**config.mk**
```make
export PLATFORM = sky130hd
export DESIGN_NAME = twos_to_sign_mag_serial
export DESIGN_NICKNAME = d
export VERILOG_FILES = /design/src/rtl/twos_to_sign_mag_serial.sv
export SDC_FILE = /design/constraint.sdc
export NUM_CORES = 1
export LEC_CHECK = 0
export ABC_AREA = 1
export CAP_MARGIN = 30
export CORE_AREA = 2 2 39 41
export DETAILED_ROUTE_END_ITERATION = 12
export DIE_AREA = 0 0 41 43
export GPL_ROUTABILITY_DRIVEN = 0
export HOLD_SLACK_MARGIN = 0.05
export PLACE_DENSITY = 0.72
export SLEW_MARGIN = 20
export SYNTH_ARGS = -nofsm -noshare
export SYNTH_HDL_FRONTEND = slang
export SYNTH_SLANG_ARGS = --single-unit
```
**constraint.sdc**
```tcl
create_clock -name clk -period 2.3 [get_ports clk]
set_input_delay 0.575 -clock clk [delete_from_list [all_inputs] [get_ports clk]]
set_output_delay 0.575 -clock clk [all_outputs]
set_load 0.01 [all_outputs]
```
**src/rtl/twos_to_sign_mag_serial.sv**
```systemverilog
// twos_to_sign_mag_serial
// Converts a two's-complement word into sign-magnitude form. The magnitude is
// negated one bit per cycle, LSB first, with the rule "copy bits up to and
// including the first one, invert every bit after it", so no MIC-wide adder
// is needed.
//
// Ports:
//   clk        rising-edge clock
//   rst_n      synchronous active-low reset
//   in_valid   in_data is offered
//   in_ready   block can accept a word (IDLE only)
//   in_data    two's-complement operand, MIC bits
//   out_valid  out_data/out_ovf valid, held until out_ready
//   out_ready  consumer takes the result
//   out_data   sign-magnitude result, [MIC-1] = sign, [MIC-2:0] = magnitude
//   out_ovf    input was -2^(MIC-1); out_data then saturates to {1, all ones}
//   busy       high while converting or holding a result
module twos_to_sign_mag_serial #(
    parameter int MIC = 3
) (
    input  logic           clk,
    input  logic           rst_n,
    input  logic           in_valid,
    output logic           in_ready,
    input  logic [MIC-1:0] in_data,
    output logic           out_valid,
    input  logic           out_ready,
    output logic [MIC-1:0] out_data,
    output logic           out_ovf,
    output logic           busy
);

    // Counter must index MIC-1 magnitude bits; keep it at least one bit wide.
    localparam int CW = (MIC > 2) ? $clog2(MIC - 1) : 1;

    typedef enum logic [1:0] {
        IDLE,
        SHIFT,
        DONE
    } state_t;

    state_t state, state_nx;

    logic           sign;
    logic [MIC-2:0] sr;
    logic [MIC-2:0] res;
    logic [CW-1:0]  cnt;
    logic           seen_one;
    logic [MIC-1:0] out_data_r;
    logic           out_ovf_r;

    logic           b;
    logic           r;
    logic           last_bit;
    logic [MIC-1:0] res_ext;
    logic [MIC-2:0] res_nx;

    // Bit-serial negation step. The new bit enters the result from the MSB
    // side so that after MIC-1 shifts every bit is back in its own position.
    always_comb begin
        b        = sr[0];
        r        = (sign && seen_one) ? ~b : b;
        last_bit = (cnt == CW'(MIC - 2));
        res_ext  = {r, res};
        res_nx   = res_ext[MIC-1:1];
    end

    always_ff @(posedge clk) begin
        if (!rst_n) begin
            state <= IDLE;
        end else begin
            state <= state_nx;
        end
    end

    always_comb begin
        state_nx  = state;
        in_ready  = 1'b0;
        out_valid = 1'b0;
        busy      = 1'b0;
        case (state)
            IDLE: begin
                in_ready = 1'b1;
                if (in_valid) state_nx = SHIFT;
            end
            SHIFT: begin
                busy = 1'b1;
                if (last_bit) state_nx = DONE;
            end
            DONE: begin
                busy      = 1'b1;
                out_valid = 1'b1;
                if (out_ready) state_nx = IDLE;
            end
            default: state_nx = IDLE;
        endcase
    end

    always_ff @(posedge clk) begin
        if (!rst_n) begin
            cnt        <= '0;
            seen_one   <= 1'b0;
            out_data_r <= '0;
            out_ovf_r  <= 1'b0;
        end else begin
            case (state)
                IDLE: begin
                    if (in_valid) begin
                        sign     <= in_data[MIC-1];
                        sr       <= in_data[MIC-2:0];
                        res      <= '0;
                        cnt      <= '0;
                        seen_one <= 1'b0;
                    end
                end
                SHIFT: begin
                    sr       <= sr >> 1;
                    res      <= res_nx;
                    seen_one <= seen_one | b;
                    cnt      <= cnt + CW'(1);
                    if (last_bit) begin
                        // A negative word with no one in its magnitude is the
                        // most negative value, which has no sign-magnitude form.
                        if (sign && !(seen_one || b)) begin
                            out_data_r <= '1;
                            out_ovf_r  <= 1'b1;
                        end else begin
                            out_data_r <= {sign, res_nx};
                            out_ovf_r  <= 1'b0;
                        end
                    end
                end
                default: ;
            endcase
        end
    end

    assign out_data = out_data_r;
    assign out_ovf  = out_ovf_r;

endmodule

```
==> impl_metrics.json <==
{
  "root_buffer": "clkbuf_4",
  "clock_skew_ns": 0.00527,
  "p_sw_share_pct": 38.2,
  "drt_iter0_drc": 7,
  "route.detailed.drc": 0,
  "holdBufCountCts": 0,
  "hpwl_um": 807,
  "antenna_found_initial": 0,
  "cts-resized-gates": 0,
  "path_clk_slew_ns": 0.08,
  "slew_headroom_pct": 76.9,
  "grt_pass1_vias": 430,
  "slew_viol_final": 0,
  "fmax_ghz": 0.479,
  "dr.pass1.iters": 4,
  "viasPerCell": 4.67,
  "fin_util_pct": 54.4,
  "power_switching_uw": 311,
  "yosys-top-cells-count": "nand2_1, inv_1, nor2_1",
  "start_util_pct": 42.5,
  "ant_nets": 0,
  "yosys.area.top_type_share_pct": 27.2,
  "path_cells": "inv_1 > ha_1 > clkdlybuf4s50_1",
  "min_period_ns": 2.09,
  "holdPathStages": 2,
  "num_rows": 14,
  "dieArea_um2": 1760,
  "cp-end-kind": "output port",
  "yosysTopAreaCell": "dfxtp_1",
  "synth-seq-area-share_pct": 47.7,
  "ys_types": 14,
  "synth_area_um2": 588,
  "rsz0062_at_grt": "false",
  "required_ns": 1.73,
  "reg2reg_setup_slack_ns": 0.85,
  "path_depth": 3,
  "area_growth_pct": 28.1,
  "async_flop_share_pct": 0,
  "powerDensity_nw_per_um2": 1080,
  "r2r_cells": 4,
  "peakVddDrop_v": 0.000669,
  "critPathArrivalTime_ns": 1.51,
  "io_buffer_count": 13,
  "seqPwrFrac_pct": 37.5,
  "synth_ff_type": "dfxtp_1",
  "numClockSinks": 12,
  "finalSetupViolations": 0,
  "fin_tns_setup_ns": 0,
  "final_layout_size_suffix_gt1_share_pct": 6.45,
  "syn_nets": 87,
  "fin_crit_sh_pct": 90.8,
  "synth.ff_latch_count": 12,
  "wl_per_cell_um": 9.56,
  "ios": 14,
  "synth_area_leaders": "dfxtp_1, edfxtp_1, nand2_1, inv_1, nor2_1",
  "synth_edf_count": 4,
  "vias": 509,
  "max-clock-path-buffers": 2,
  "syn_area_per_cell_um2": 7.64,
  "cap_violations": 0,
  "power.total_uw": 814,
  "cts-buffers-inserted": 3,
  "yosysWarnings": 0,
  "insertedDiodeCount": 0,
  "synth.most_common_cell": "nand2_1",
  "clk_latency_ns": 0.27,
  "die_h_um": 43,
  "synth_cells": 77,
  "p_int_uw": 503,
  "grt_overflow": 0,
  "fin_nets": 104,
  "grt_first_pass_wirelength_um": 1630,
  "status": "finished, final reports clean",
  "die_w_um": 41,
  "power_leakage_nw": 0.331,
  "wl_um": 1040,
  "final_cell_area_um2": 753,
  "placeableCoreArea_um2": 1380,
  "dpl_cell_area_um2": 727,
  "hold_class": "flop to flop",
  "worst_path_max_delay_cell": "clkdlybuf4s50_1",
  "layout.cells.non_filler": 109,
  "cp_slowest_stage_delay_ns": 0.57,
  "power_frac_clock_pct": 16.4,
  "tritoncts": "yes",
  "grt_usage_pct": 14.3,
  "post_cts_buffers": 0,
  "p_comb_share_pct": 46.1,
  "criticalPathCategory": "flop to output port",
  "critPathLaunchType": "flop",
  "grt_max_degree": 10,
  "critPathBufInv": 2,
  "crit_fanout": 5,
  "max_slew.worst_pin.slew_ns": 0.346,
  "critPathTopFamily": "buffers and inverters",
  "dp_cells": 105,
  "finalHoldViolations": 0,
  "htreeDepth": 1
}
[sequential cells by signal (all words and copies together), names as in the netlist]
register / count
res: 1
cnt: 1
sr: 2
sign: 1
out_ovf: 1
state: 2
out_data: 3
seen_one: 1
[layout make-up]
class | instances | area [µm²]
clock buffers | 3 | 22.5
clock inverters | 1 | 3.75
fillers | 144 | 631
inverters | 13 | 48.8
multi-input cells | 51 | 248
flip-flops and latches | 12 | 280
well taps | 16 | 20.0
repair buffers | 13 | 130
[per-layer routing]
metal	share of wire (%)	GRT usage (%)
met5	0	0
met4	2.4	12.0
met3	5.3	3.14
met2	47	22.8
met1	45	14.8
[power groups by stage]
stage / logic [mW] / registers, mW / clock network (mW)
final: 0.375 / 0.305 / 0.134
after CTS: 0.377 / 0.306 / 0.140
after detailed placement: 0.374 / 0.311 / 0
after floorplan: 0.261 / 0.306 / 0
after global routing: 0.409 / 0.313 / 0.148
after global placement: 0.368 / 0.309 / 0
[cells in the final DEF, fill, tap and decap left out, types with 3 or more instances in the layout]
| cell type | netlist | layout |
|---|---|---|
| clkbuf_4 | 0 | 3 |
| nand2_1 | 23 | 23 |
| dfxtp_1 | 8 | 8 |
| inv_1 | 12 | 12 |
| clkdlybuf4s50_1 | 0 | 13 |
| nand3_1 | 4 | 4 |
| ha_1 | 3 | 3 |
| a21oi_1 | 6 | 6 |
| edfxtp_1 | 4 | 4 |
| nor2_1 | 11 | 11 |
[worst paths after layout]
| kind | startpoint | end |
|---|---|---|
| worst min-delay path | out_data[2]$_SDFFE_PN0P_ | out_data[2]$_SDFFE_PN0P_ |
| worst max-delay path | state[1]$_SDFFE_PN0P_ | in_ready |
| worst min register to register | out_data[2]$_SDFFE_PN0P_ | out_data[2]$_SDFFE_PN0P_ |
| worst max register to register | state[1]$_SDFFE_PN0P_ | sr[1]$_SDFFCE_PP0P_ |
[metrics by stage]
step	setup slack (ns)	hold WS, ns
3_3_place_gp	0.450	0.456
3_5_place_dp	0.441	0.456
5_1_grt	0.147	0.506
6_report	0.211	0.465
2_1_floorplan	0.914	0.466
4_1_cts	0.198	0.468
[tightest hold or removal path, cell delays in order (launching register included)]
cell and delay (ns):
dfxtp_1 0.31, nand2_1 0.06, a21oi_1 0.05
[cell families (layout without fill, tap and decap cells)]
kind of cell             Yosys count  after routing  share of synthesized area (%)
AND/OR/NAND/NOR                   41             41                           29.8
adder cells (fa/ha/maj)            3              3                           6.38
buffers and inverters             14             30                           10.2
flip-flops                        12             12                           47.7
AO/OA/AOI/OAI                      7              7                           5.96
(Power assumes the default switching activity.)
==> RTL change, RTL diff (same settings) <==
The parameter `MIC` goes from 3 to 2.
--- a/src/rtl/twos_to_sign_mag_serial.sv
+++ b/src/rtl/twos_to_sign_mag_serial.sv
@@ -18,3 +18,3 @@
 module twos_to_sign_mag_serial #(
-    parameter int MIC = 3
+    parameter int MIC = 2
 ) (
Interface: changed (resized in_data and out_data); port bits go from 14 to 12. No check against the original RTL was run, so the function may have changed too.
==> RTL change against the original RTL <==
Clock skew fell by 0.0027 ns; global-route usage down 2.1 points; synthesized cell count is 19% lower; final area shrank 17%; non-clock buffer count is 2 lower; area after synthesis is 21% lower; cell count shrank 15%; total power down 4.5%; sequential cell count fell by 3; wire length is 18% lower; worst setup slack got worse by 0.028 ns; largest cell class is now multi-input combinational cells; largest power group unchanged.
==> RTL change: results (changes against the original RTL) <==
- Post-CTS Resized: 0 (unchanged)
- Switching power of the nets: 0.306 mW (-1.5%)
- Crit path DAT: 1.54 ns (+0.03 ns)
- DP Cell Count: 89 (-15%)
- Synth warnings: 0 (unchanged)
- DR WL/cell: 9.15 um (-4.3%)
- Share of cells above drive strength 1: 0.0779 (+0.0134)
- Post-synth top cells: 15 x nand2_1, 12 x inv_1, 8 x nor2_1
- Final HPWL DP: 661 um (-18%)
- Initial antenna violation count: 0 (unchanged)
- Post-synth EDFFs: 2 (-2)
- Worst-margin pin slew: 0.209 ns (-0.137 ns)
- Synth area leaders: dfxtp_1 30%, edfxtp_1 13%, nand2_1 12%
- Clock Skews: 0.00260 ns (-0.00267 ns)
- Worst R2R Setup Slack: 0.97 ns (+0.12 ns)
- Ys async rst share: 0 (unchanged)
- Port Buf Inserts: 11 (-2)
- First-pass GRT wire length: 1400 um (-14%)
- Syn nets: 72 (-17%)
- Peak supply drop: 0.000619 V (-7.5%)
- Vias in the first global route: 361 (-16%)
- Critical-path maximum fanout: 4 (-1)
- Largest net degree at the start of global routing: 7 (-3)
- Filler cells: 139 (-3.5%)
- Clk_lat worst skew: 0.26 ns
- WL final: 851 um (-18%)
- Fin nets: 88 (-15%)
- DR vias/cell: 4.53 (-3.1%)
- CTS max path bufs: 2 (unchanged)
- Leak: 0.287 nW (-13%)
- Starting DRT DRC Count: 10 (+3)
- Clk slew on worst S/H paths: 0.06 ns (-0.02 ns)
- Register area share after synthesis: 0.430 (-0.0465)
- Setup repair bufs after CTS: 0 (unchanged)
- Num CTS Buffers: 3 (unchanged)
- Outcome: completed
- GR Util All Layers: 0.123 (-0.0206)
- Worst min-delay path class: flop to flop
- Syn avg cell area: 7.51 sq um (-1.7%)
## RTL change: worst max-delay path, cell delays in order, from the launching register on
cell and delay [ns]:
dfxtp_1 0.31, inv_1 0.12, ha_1 0.28, clkdlybuf4s50_1 0.57
## RTL change: kinds of logic after synthesis
group	after synthesis	share of synthesized area
AOI/OAI and AO/OA	7	0.0833
adders and majority gates	4	0.108
buffers and inverters	12	0.0968
DFF	9	0.430
and+or+nand+nor	30	0.282
## RTL change: power groups by stage
stage	Sequential [mW]	Clock (mW)	Combinational, mW
after global placement	0.249	0	0.401
after CTS	0.247	0.129	0.414
final	0.246	0.124	0.406
after floorplan	0.253	0	0.260
after detailed placement	0.250	0	0.409
after global routing	0.252	0.137	0.460
## RTL change: layout make-up
class | count | area share
Timing Repair Buffer | 11 | 0.177
Clock buffer | 4 | 0.0423
Sequential cell | 9 | 0.322
Tap cell | 16 | 0.0322
Inverter | 12 | 0.0724
Multi-Input combinational cell | 41 | 0.354
## RTL change: per-layer routing
metal  vias up  wire length (um)  GRT usage
li1        221                 -          -
met1       189               382      0.146
met2        11               393      0.166
met3         0                74     0.0942
met4         0                 0     0.0400
met5         -                 0          0
## RTL change: worst paths after layout
kind,to,cells past startpoint,from
min reg2reg,out_ovf,2,out_ovf
min,out_ovf,2,out_ovf
max,in_ready,3,state[1]
max reg2reg,b,5,state[0]
## RTL change: stage by stage
stage               utilization  hold slack (ns)  instance area [sq um]  setup WS [ns]
global placement          0.430            0.451                    596          0.520
floorplan                     -            0.453                    465           1.00
finish                    0.449            0.467                    622          0.183
CTS                       0.449            0.473                    622          0.164
detailed placement        0.430            0.464                    596          0.469
global route              0.449            0.490                    622          0.101
